File: config.mk
export PLATFORM = sky130hd
export DESIGN_NAME = mem_port_arbiter_flat
export DESIGN_NICKNAME = d
export VERILOG_FILES = /design/src/rtl/mem_port_arbiter_if.sv /design/src/rtl/mem_port_arbiter.sv /design/src/flat_wrapper.sv
export SDC_FILE = /design/constraint.sdc
export NUM_CORES = 1
export LEC_CHECK = 0
export ABC_CLOCK_PERIOD_IN_PS = 3710
export CAP_MARGIN = 20
export CORE_UTILIZATION = 45
export CTS_CLUSTER_SIZE = 10
export DETAILED_ROUTE_END_ITERATION = 8
export PLACE_DENSITY_LB_ADDON = 0.05
export SLEW_MARGIN = 20
export SYNTH_ARGS = -nofsm -noshare
export SYNTH_HDL_FRONTEND = slang
export SYNTH_SLANG_ARGS = --single-unit
File: constraint.sdc
create_clock -name clk -period 3.71 [get_ports clk]
set_clock_uncertainty 0.1 [all_clocks]
set_input_delay 0.5565 -clock clk [delete_from_list [all_inputs] [get_ports clk]]
set_output_delay 0.5565 -clock clk [all_outputs]
set_load 0.01 [all_outputs]
File: src/rtl/mem_port_arbiter_if.sv
// mem_port_arbiter_if: bundles the fetch port, data port, memory port and the
// status outputs of mem_port_arbiter.
//   slave  : arbiter view (takes requests and memory responses, drives the rest)
//   master : environment view (pipeline requesters plus the memory)
interface mem_port_arbiter_if;
  // fetch port
  logic        if_req;
  logic [31:0] if_addr;
  logic [31:0] if_rdata;
  logic        if_ack;
  // data port
  logic        dm_req;
  logic        dm_we;
  logic [31:0] dm_addr;
  logic [31:0] dm_wdata;
  logic [31:0] dm_rdata;
  logic        dm_ack;
  // memory port
  logic        mem_req;
  logic        mem_we;
  logic [31:0] mem_addr;
  logic [31:0] mem_wdata;
  logic [31:0] mem_rdata;
  logic        mem_ready;
  // status
  logic        stall_if;
  logic        stall_mem;
  logic        err_timeout;

  modport slave (
    input  if_req, if_addr, dm_req, dm_we, dm_addr, dm_wdata, mem_rdata, mem_ready,
    output if_rdata, if_ack, dm_rdata, dm_ack, mem_req, mem_we, mem_addr, mem_wdata,
           stall_if, stall_mem, err_timeout
  );

  modport master (
    output if_req, if_addr, dm_req, dm_we, dm_addr, dm_wdata, mem_rdata, mem_ready,
    input  if_rdata, if_ack, dm_rdata, dm_ack, mem_req, mem_we, mem_addr, mem_wdata,
           stall_if, stall_mem, err_timeout
  );
endinterface

File: src/rtl/mem_port_arbiter.sv
// mem_port_arbiter: arbitrates a single-port unified memory between the IF
// fetch port and the MEM load/store port. Each grant is a latched multi-cycle
// transaction ending in a one-cycle ack. Data accesses win, but after DM_BURST
// consecutive data grants with a fetch pending, the fetch is served.
// Ports:
//   clk  - CPU clock
//   rstn - asynchronous active-low reset
//   bus  - mem_port_arbiter_if.slave (fetch, data, memory ports, stalls, err_timeout)
// Parameters:
//   MAX_WAIT - cycles a transaction waits for mem_ready before it is aborted
//   DM_BURST - max consecutive data grants while a fetch is pending
module mem_port_arbiter #(
  parameter int unsigned MAX_WAIT = 255,
  parameter int unsigned DM_BURST = 4
) (
  input  logic               clk,
  input  logic               rstn,
  mem_port_arbiter_if.slave  bus
);

  localparam int unsigned BW = $clog2(DM_BURST + 1);
  localparam int unsigned WW = $clog2(MAX_WAIT + 1);
  localparam logic [BW-1:0] BURST_MAX = BW'(DM_BURST);
  localparam logic [WW-1:0] WAIT_MAX  = WW'(MAX_WAIT);

  typedef enum logic [1:0] {IDLE, BUSY_IF, BUSY_DM, DONE} state_t;

  state_t        state;
  logic [BW-1:0] burst_cnt;
  logic [WW-1:0] wait_cnt;
  logic          mem_req_q;
  logic          mem_we_q;
  logic [31:0]   mem_addr_q;
  logic [31:0]   mem_wdata_q;
  logic [31:0]   if_rdata_q;
  logic [31:0]   dm_rdata_q;
  logic          if_ack_q;
  logic          dm_ack_q;
  logic          err_q;

  always_ff @(posedge clk or negedge rstn) begin
    if (!rstn) begin
      state       <= IDLE;
      burst_cnt   <= '0;
      wait_cnt    <= '0;
      mem_req_q   <= 1'b0;
      mem_we_q    <= 1'b0;
      mem_addr_q  <= '0;
      mem_wdata_q <= '0;
      if_rdata_q  <= '0;
      dm_rdata_q  <= '0;
      if_ack_q    <= 1'b0;
      dm_ack_q    <= 1'b0;
      err_q       <= 1'b0;
    end else begin
      if_ack_q <= 1'b0;
      dm_ack_q <= 1'b0;
      case (state)
        IDLE: begin
          if (!bus.if_req) burst_cnt <= '0;
          if (bus.dm_req && (!bus.if_req || burst_cnt < BURST_MAX)) begin
            // only contended data grants count towards the burst limit
            if (bus.if_req) burst_cnt <= burst_cnt + 1'b1;
            state       <= BUSY_DM;
            mem_req_q   <= 1'b1;
            mem_we_q    <= bus.dm_we;
            mem_addr_q  <= bus.dm_addr;
            mem_wdata_q <= bus.dm_wdata;
            wait_cnt    <= '0;
          end else if (bus.if_req) begin
            burst_cnt   <= '0;
            state       <= BUSY_IF;
            mem_req_q   <= 1'b1;
            mem_we_q    <= 1'b0;
            mem_addr_q  <= bus.if_addr;
            mem_wdata_q <= '0;
            wait_cnt    <= '0;
          end
        end
        BUSY_IF, BUSY_DM: begin
          // the ack is raised on the same edge that enters DONE, so it is
          // visible for exactly the DONE cycle
          if (bus.mem_ready || wait_cnt == WAIT_MAX) begin
            mem_req_q <= 1'b0;
            state     <= DONE;
            if (!bus.mem_ready) err_q <= 1'b1;
            if (state == BUSY_IF) begin
              if_rdata_q <= bus.mem_ready ? bus.mem_rdata : '0;
              if_ack_q   <= 1'b1;
            end else begin
              dm_rdata_q <= bus.mem_ready ? bus.mem_rdata : '0;
              dm_ack_q   <= 1'b1;
            end
          end else begin
            wait_cnt <= wait_cnt + 1'b1;
          end
        end
        DONE:    state <= IDLE;
        default: state <= IDLE;
      endcase
    end
  end

  assign bus.mem_req     = mem_req_q;
  assign bus.mem_we      = mem_we_q;
  assign bus.mem_addr    = mem_addr_q;
  assign bus.mem_wdata   = mem_wdata_q;
  assign bus.if_rdata    = if_rdata_q;
  assign bus.dm_rdata    = dm_rdata_q;
  assign bus.if_ack      = if_ack_q;
  assign bus.dm_ack      = dm_ack_q;
  assign bus.err_timeout = err_q;
  assign bus.stall_if    = bus.if_req & ~if_ack_q;
  assign bus.stall_mem   = bus.dm_req & ~dm_ack_q;

endmodule

File: src/flat_wrapper.sv
// flat-port wrapper written by rule: the top's interface ports become plain ports
module mem_port_arbiter_flat 
#(
  parameter int unsigned MAX_WAIT = 255,
  parameter int unsigned DM_BURST = 4
)
  (clk, rstn, bus_if_req, bus_if_addr, bus_dm_req, bus_dm_we, bus_dm_addr, bus_dm_wdata, bus_mem_rdata, bus_mem_ready, bus_if_rdata, bus_if_ack, bus_dm_rdata, bus_dm_ack, bus_mem_req, bus_mem_we, bus_mem_addr, bus_mem_wdata, bus_stall_if, bus_stall_mem, bus_err_timeout);
  mem_port_arbiter_if bus_i ();
  input  logic clk;
  input  logic rstn;
  input wire logic [$bits(bus_i.if_req)-1:0] bus_if_req;
  input wire logic [$bits(bus_i.if_addr)-1:0] bus_if_addr;
  input wire logic [$bits(bus_i.dm_req)-1:0] bus_dm_req;
  input wire logic [$bits(bus_i.dm_we)-1:0] bus_dm_we;
  input wire logic [$bits(bus_i.dm_addr)-1:0] bus_dm_addr;
  input wire logic [$bits(bus_i.dm_wdata)-1:0] bus_dm_wdata;
  input wire logic [$bits(bus_i.mem_rdata)-1:0] bus_mem_rdata;
  input wire logic [$bits(bus_i.mem_ready)-1:0] bus_mem_ready;
  output wire logic [$bits(bus_i.if_rdata)-1:0] bus_if_rdata;
  output wire logic [$bits(bus_i.if_ack)-1:0] bus_if_ack;
  output wire logic [$bits(bus_i.dm_rdata)-1:0] bus_dm_rdata;
  output wire logic [$bits(bus_i.dm_ack)-1:0] bus_dm_ack;
  output wire logic [$bits(bus_i.mem_req)-1:0] bus_mem_req;
  output wire logic [$bits(bus_i.mem_we)-1:0] bus_mem_we;
  output wire logic [$bits(bus_i.mem_addr)-1:0] bus_mem_addr;
  output wire logic [$bits(bus_i.mem_wdata)-1:0] bus_mem_wdata;
  output wire logic [$bits(bus_i.stall_if)-1:0] bus_stall_if;
  output wire logic [$bits(bus_i.stall_mem)-1:0] bus_stall_mem;
  output wire logic [$bits(bus_i.err_timeout)-1:0] bus_err_timeout;
  assign bus_i.if_req = bus_if_req;
  assign bus_i.if_addr = bus_if_addr;
  assign bus_i.dm_req = bus_dm_req;
  assign bus_i.dm_we = bus_dm_we;
  assign bus_i.dm_addr = bus_dm_addr;
  assign bus_i.dm_wdata = bus_dm_wdata;
  assign bus_i.mem_rdata = bus_mem_rdata;
  assign bus_i.mem_ready = bus_mem_ready;
  assign bus_if_rdata = bus_i.if_rdata;
  assign bus_if_ack = bus_i.if_ack;
  assign bus_dm_rdata = bus_i.dm_rdata;
  assign bus_dm_ack = bus_i.dm_ack;
  assign bus_mem_req = bus_i.mem_req;
  assign bus_mem_we = bus_i.mem_we;
  assign bus_mem_addr = bus_i.mem_addr;
  assign bus_mem_wdata = bus_i.mem_wdata;
  assign bus_stall_if = bus_i.stall_if;
  assign bus_stall_mem = bus_i.stall_mem;
  assign bus_err_timeout = bus_i.err_timeout;
  mem_port_arbiter #(.MAX_WAIT(MAX_WAIT), .DM_BURST(DM_BURST)) u_core (.clk(clk), .rstn(rstn), .bus(bus_i));
endmodule
=== After elaboration in Yosys (flattened, before gate mapping) ===
Index checks and enable logic that the tools add are counted.

* Word-level logic and storage cells: 70
* Output and inout port bits: 135
* Input bits: 134
* Register bits after elaboration: 146

* Bitwise logic cells: 6
* Mux-type cells: 27
* Reductions and logical operators: 15
* $add $sub $neg: 2
* $lt $le $gt $ge: 1
* Eq/ne operators: 7

{| class="wikitable"
|+ Operators with widths
! kind !! count
|-
| $mux 32 || 5
|-
| $mux 8 || 3
|-
| $pmux 8 s2 || 1
|-
| $reduce_and 3->1 || 5
|-
| $mux 1 || 11
|-
| $add 8x1->8 const B || 1
|-
| $eq 8x8->1 const B || 1
|-
| $mux 2 || 3
|-
| $mux 3 || 2
|-
| $pmux 2 s3 || 1
|-
| $eq 2x2->1 const B || 2
|-
| $not 1->1 || 4
|-
| $reduce_and 2->1 || 2
|-
| $reduce_bool 2->1 || 2
|-
| $add 3x1->3 const B || 1
|-
| $lt 3x3->1 const B || 1
|-
| $ne 3x2->1 const B || 1
|-
| $and 1x1->1 || 2
|-
| $eq 2x1->1 const B || 1
|-
| $logic_not 2->1 || 1
|-
| $logic_or 1x1->1 || 2
|-
| $ne 2x1->1 const B || 1
|-
| $ne 2x2->1 const B || 1
|-
| $pmux 1 s2 || 1
|-
| other kinds (3) || 3
|}

=== Logic depth before layout (Yosys ltp) ===
* Depth after elaboration: 5
* Depth in mapped cells: 8
* Gate-level depth less buffers: 6

=== Worst setup path after synthesis ===
Ideal clock, no wire load.

* Kind: reg2reg
* Start point: reg u_core.state[0]
* End point: reg u_core.wait_cnt[2]
* Buffers on the path: 2
* Cell stages (with the launch flop): 9
* Setup time: 124 ps
* Clock period less this slack: 1945 ps
* Data required time: 3486 ps
* Data arrival time: 1721 ps
* Path slack: 1765 ps
* Cells stage by stage: dfrtp_1 > inv_1 > ha_1 > buf_2 > nor3b_2 > or2_1 > buf_4 > nor4_1 > a211o_2

* Longest elaborated chain between the ends: 4
* Elaborated cells between the ends (all ways): 9
* Those cells by class: eq/ne (4); mux (1); reduce/logical (4)

{| class="wikitable"
|+ Ends and longest elaborated chain
! item !! RTL line !! text
|-
| start: declaration || mem_port_arbiter.sv:28 || <nowiki>state_t state;</nowiki>
|-
| start signal: assignment || mem_port_arbiter.sv:43 || <nowiki>state <= IDLE;</nowiki>
|-
| start signal: assignment || mem_port_arbiter.sv:64 || <nowiki>state <= BUSY_DM;</nowiki>
|-
| start signal: assignment || mem_port_arbiter.sv:72 || <nowiki>state <= BUSY_IF;</nowiki>
|-
| $eq 2x2->1 or $eq 2x1->1 (tied branches) || mem_port_arbiter.sv:58 || <nowiki>case (state)</nowiki>
|-
| $reduce_or 2->1 || mem_port_arbiter.sv:58 ||
|-
| $ne 2x2->1 (no line) or $reduce_bool 2->1 (tied branches) || - ||
|-
| $reduce_and 3->1 (no line) || - ||
|-
| end signal: assignment || mem_port_arbiter.sv:95 || <nowiki>wait_cnt <= wait_cnt + 1'b1;</nowiki>
|-
| end: declaration || mem_port_arbiter.sv:30 || <nowiki>logic [WW-1:0] wait_cnt;</nowiki>
|}

Parallel ways exist; a longest one is shown, timed or not.
A chain may end at the register's enable or synchronous reset.

=== Final worst setup path ===
* Start point: in bus_if_req
* End point: out bus_stall_if

* Longest elaborated chain between the ends: 1

{| class="wikitable"
|+ Ends and longest elaborated chain
! item !! RTL line !! text
|-
| start: declaration || flat_wrapper.sv:11 || <nowiki>input wire logic [$bits(bus_i.if_req)-1:0] bus_if_req;</nowiki>
|-
| $and 1x1->1 || mem_port_arbiter.sv:113 || <nowiki>assign bus.stall_if = bus.if_req & ~if_ack_q;</nowiki>
|-
| end: declaration || flat_wrapper.sv:27 || <nowiki>output wire logic [$bits(bus_i.stall_if)-1:0] bus_stall_if;</nowiki>
|}

Every way passes these cells.

==> PnR_summary.wiki <==
{| class="wikitable"
! Metric !! Value
|-
| Hold Fails Final Rpt || 0
|-
| Area taken by flip-flops and latches || ~3700 sq um
|-
| DR WL/cell || a little under 20 um
|-
| Vert. Die Dim || 117 um
|-
| Die width || 117 um
|-
| Outcome || complete, no violations
|-
| Remaining max-slew budget at the tightest pin || 0.462
|-
| Number of nets produced by synthesis || about 610
|-
| NumNets Final || 860
|-
| Actual slew at the worst max-slew pin || 0.807 ns
|-
| Total Wirelength || 17,800 um
|-
| Routability congestion estimate from global placement || 0.771
|-
| Worst hold slack across all endpoints || approximately 0.092 ns
|-
| Worst skew pair latency || 0.41 ns
|-
| Unique masters post-synth || 45
|-
| # Max-Cap Violations || 0
|-
| Post-route fraction of the period consumed by the critical path || 0.723
|-
| Sequential cell area fraction in the yosys report || 0.611
|-
| Top flip-flop cell by instance count after synthesis || sky130_fd_sc_hd__dfrtp_1
|-
| Vias in the first global route || 5,255
|-
| Fill count || 881
|-
| Clock buffer count from CTS || 17
|-
| Clock H-tree levels || 4
|-
| Final cell count without fillers || 906
|-
| Routed vias || 5,110
|-
| Global-route wire length before repair || 28,300 um
|-
| Worst setup slack after placement || roughly 1.0 ns
|-
| Max Fclk || 373 MHz
|-
| Total Die Area || approximately 14,000 sq um
|-
| Cell count after placement || between 800 and 900
|-
| Number of sinks driven by the clock tree || ~150
|-
| Residual DRC count || 0
|-
| Starting Density || 0.468
|-
| Class of the most critical hold timing path || in -> async
|-
| Number of DRC violations after detailed-routing iteration 0 || approximately 380
|-
| Worst Path Class, Setup || in -> out
|-
| Total of warnings raised by yosys || 0
|-
| Clock-pin slew of the registers on the worst-case setup and hold paths || 0.06 ns
|-
| Vias per std cell || 5.64
|-
| Endpoint required time on the critical path || approximately 3 ns
|-
| Top-level port count || 269
|-
| VDD IR-drop max || ~0.36 mV
|-
| Time the worst path needs with I/O delays and setup || 2.68 ns
|-
| Area of combinational cells with multiple inputs || about 2100 sq um
|-
| DRT Pass-1 Iters || 5
|-
| Number of standard-cell rows in the floorplan || 41
|-
| Unrepaired setup endpoints after global routing || false
|-
| Clock Tree Buf Depth || 2
|-
| Layout cells sized above 1 || 0.0709
|-
| Avg Synthesized Cell Area || roughly 13 sq um
|-
| Flip-flop and latch count after synthesis || 146
|-
| Post-CTS repair timing setup buffer count || 0
|-
| Number of synthesized flops with an enable pin || 0
|-
| Power per standard cell area || approximately 860 nW/um^2
|-
| Maximum fanout along the worst path || 8
|-
| Critical path arrival || 2.03 ns
|-
| Number of antenna violations at the first check in global routing || 1
|-
| GR Util All Layers || 0.267
|-
| Final ANT Viol Nets || 0
|-
| Combined area of all synthesized cells || ~6000 sq um
|-
| Post-synthesis cell count || 472
|-
| Total power draw || slightly above 8 mW
|-
| Setup TNS || 0 ns
|-
| Post_cts resized || 0
|-
| Cell leakage power || ~4.1 nW
|-
| Worst Setup End Kind || output port
|-
| Share of flip-flops with an asynchronous set or reset || 1.00
|-
| Root Buffer Master || sky130_fd_sc_hd__clkbuf_16
|-
| Crit start category || primary input
|-
| Floorplan Core Area || 12,800 sq um
|-
| Final-report setup violation count || 0
|-
| Final setup slack of the worst path || approximately 1.0 ns
|-
| CTS tree || yes
|-
| Final Slew Violations || 0
|-
| Count of hold-fix buffers inserted at cts || 0
|-
| Synth-to-Final Area Change || 58.6%
|-
| Buffers on Ports || 268
|-
| DPL Wire Length || 12,100 um
|-
| Pin count of the biggest net entering global routing || 99
|-
| Aggregate global routing overflow || 0
|}
-- Yosys cell counts (all sizes together), types with 2 or more instances --
master | n | share of area
o22ai | 2 | 0.0021
dfrtp | 146 | 0.61
inv | 7 | 0.0044
o22a | 2 | 0.0029
nor2 | 4 | 0.0025
a21oi | 6 | 0.0050
a22o | 33 | 0.048
nor3b | 2 | 0.0033
nand3 | 7 | 0.0059
nand2 | 42 | 0.026
nor3 | 3 | 0.0025
a31oi | 2 | 0.0021
nand4 | 5 | 0.0052
a2111oi | 2 | 0.0050
mux2i | 35 | 0.059
a32o | 64 | 0.11
nor2b | 2 | 0.0021
ha | 6 | 0.013
o21ai | 35 | 0.029
buf | 24 | 0.023
and3 | 2 | 0.0031
clkbuf | 23 | 0.014
-- worst paths after layout --
check	start	end	slack (ns)	cells past startpoint
setup / recovery	bus_if_req	bus_stall_if	1.03	3
hold / removal	rstn	u_core.wait_cnt[7]	0.09	1
setup reg to reg	u_core.wait_cnt[0]	u_core.bus.if_rdata[23]	1.26	6
hold reg to reg	u_core.bus.mem_addr[26]	u_core.bus.mem_addr[26]	0.38	2
max in group asynchronous	rstn	u_core.bus.dm_rdata[25]	2.60	2
min in group clk	u_core.bus.mem_addr[26]	u_core.bus.mem_addr[26]	0.38	2
-- worst max-delay path, cell delays in order --
cell and delay [ns]:
sky130_fd_sc_hd__clkdlybuf4s50_1 0.72, sky130_fd_sc_hd__nor2b_1 0.19, sky130_fd_sc_hd__clkdlybuf4s50_1 0.56
-- cells by family after synthesis --
logic type | count (synthesis) | share of synthesized area
compound gates | 158 | 0.219
fa+ha+maj | 6 | 0.0125
buf+inv | 54 | 0.0414
flops | 146 | 0.611
mux | 35 | 0.0586
simple gates | 73 | 0.0579
-- routing by layer --
metal  global-route usage  part of all wire  up-vias
li1                     -                 -     2293
met5                    0                 0        -
met3               0.0875             0.074       37
met4                0.124             0.030        0
met1                0.301              0.38     2552
met2                0.457              0.52      228
-- flip-flops by register name, indices dropped and copies added (netlist names) --
| signal | flops |
|---|---|
| u_core.wait_cnt | 8 |
| u_core.bus.if_ack | 1 |
| u_core.bus.err_timeout | 1 |
| u_core.bus.mem_wdata | 32 |
| u_core.bus.dm_ack | 1 |
| u_core.bus.mem_we | 1 |
| u_core.state | 2 |
| u_core.bus.dm_rdata | 32 |
| u_core.burst_cnt | 3 |
| u_core.bus.if_rdata | 32 |
| u_core.bus.mem_req | 1 |
| u_core.bus.mem_addr | 32 |
-- layout by cell type, fill, tap and decap left out, types with 8 or more instances in the layout --
cell / instances
sky130_fd_sc_hd__clkbuf_16: 17
sky130_fd_sc_hd__bufinv_16: 8
sky130_fd_sc_hd__o21ai_0: 33
sky130_fd_sc_hd__a22o_1: 33
sky130_fd_sc_hd__nand2_1: 41
sky130_fd_sc_hd__clkdlybuf4s50_1: 266
sky130_fd_sc_hd__mux2i_1: 35
sky130_fd_sc_hd__a32o_1: 64
sky130_fd_sc_hd__dfrtp_1: 146
-- area by class of cell --
class                      instances  share of cell area
antenna                            1            0.000264
clock buffer                      19              0.0467
inverter                           7             0.00277
clock inverter                    13              0.0294
sequential                       146               0.385
timing repair buffer             276               0.291
multi-input combinational        272               0.222
tap                              172              0.0227
-- per-stage QoR --
step / area (sq um) / util
after floorplan: 5980 / -
after global placement: 8760 / 0.686
after detailed placement: 8770 / 0.686
after CTS: 9490 / 0.743
after global routing: 9490 / 0.743
final: 9490 / 0.743
-- power breakdown --
part           switching (mW)  total [mW]  internal [mW]
Clock                   0.658        2.08           1.42
Sequential              0.414        2.70           2.29
Combinational            1.57        3.42           1.85
(Power assumes the default switching activity.)
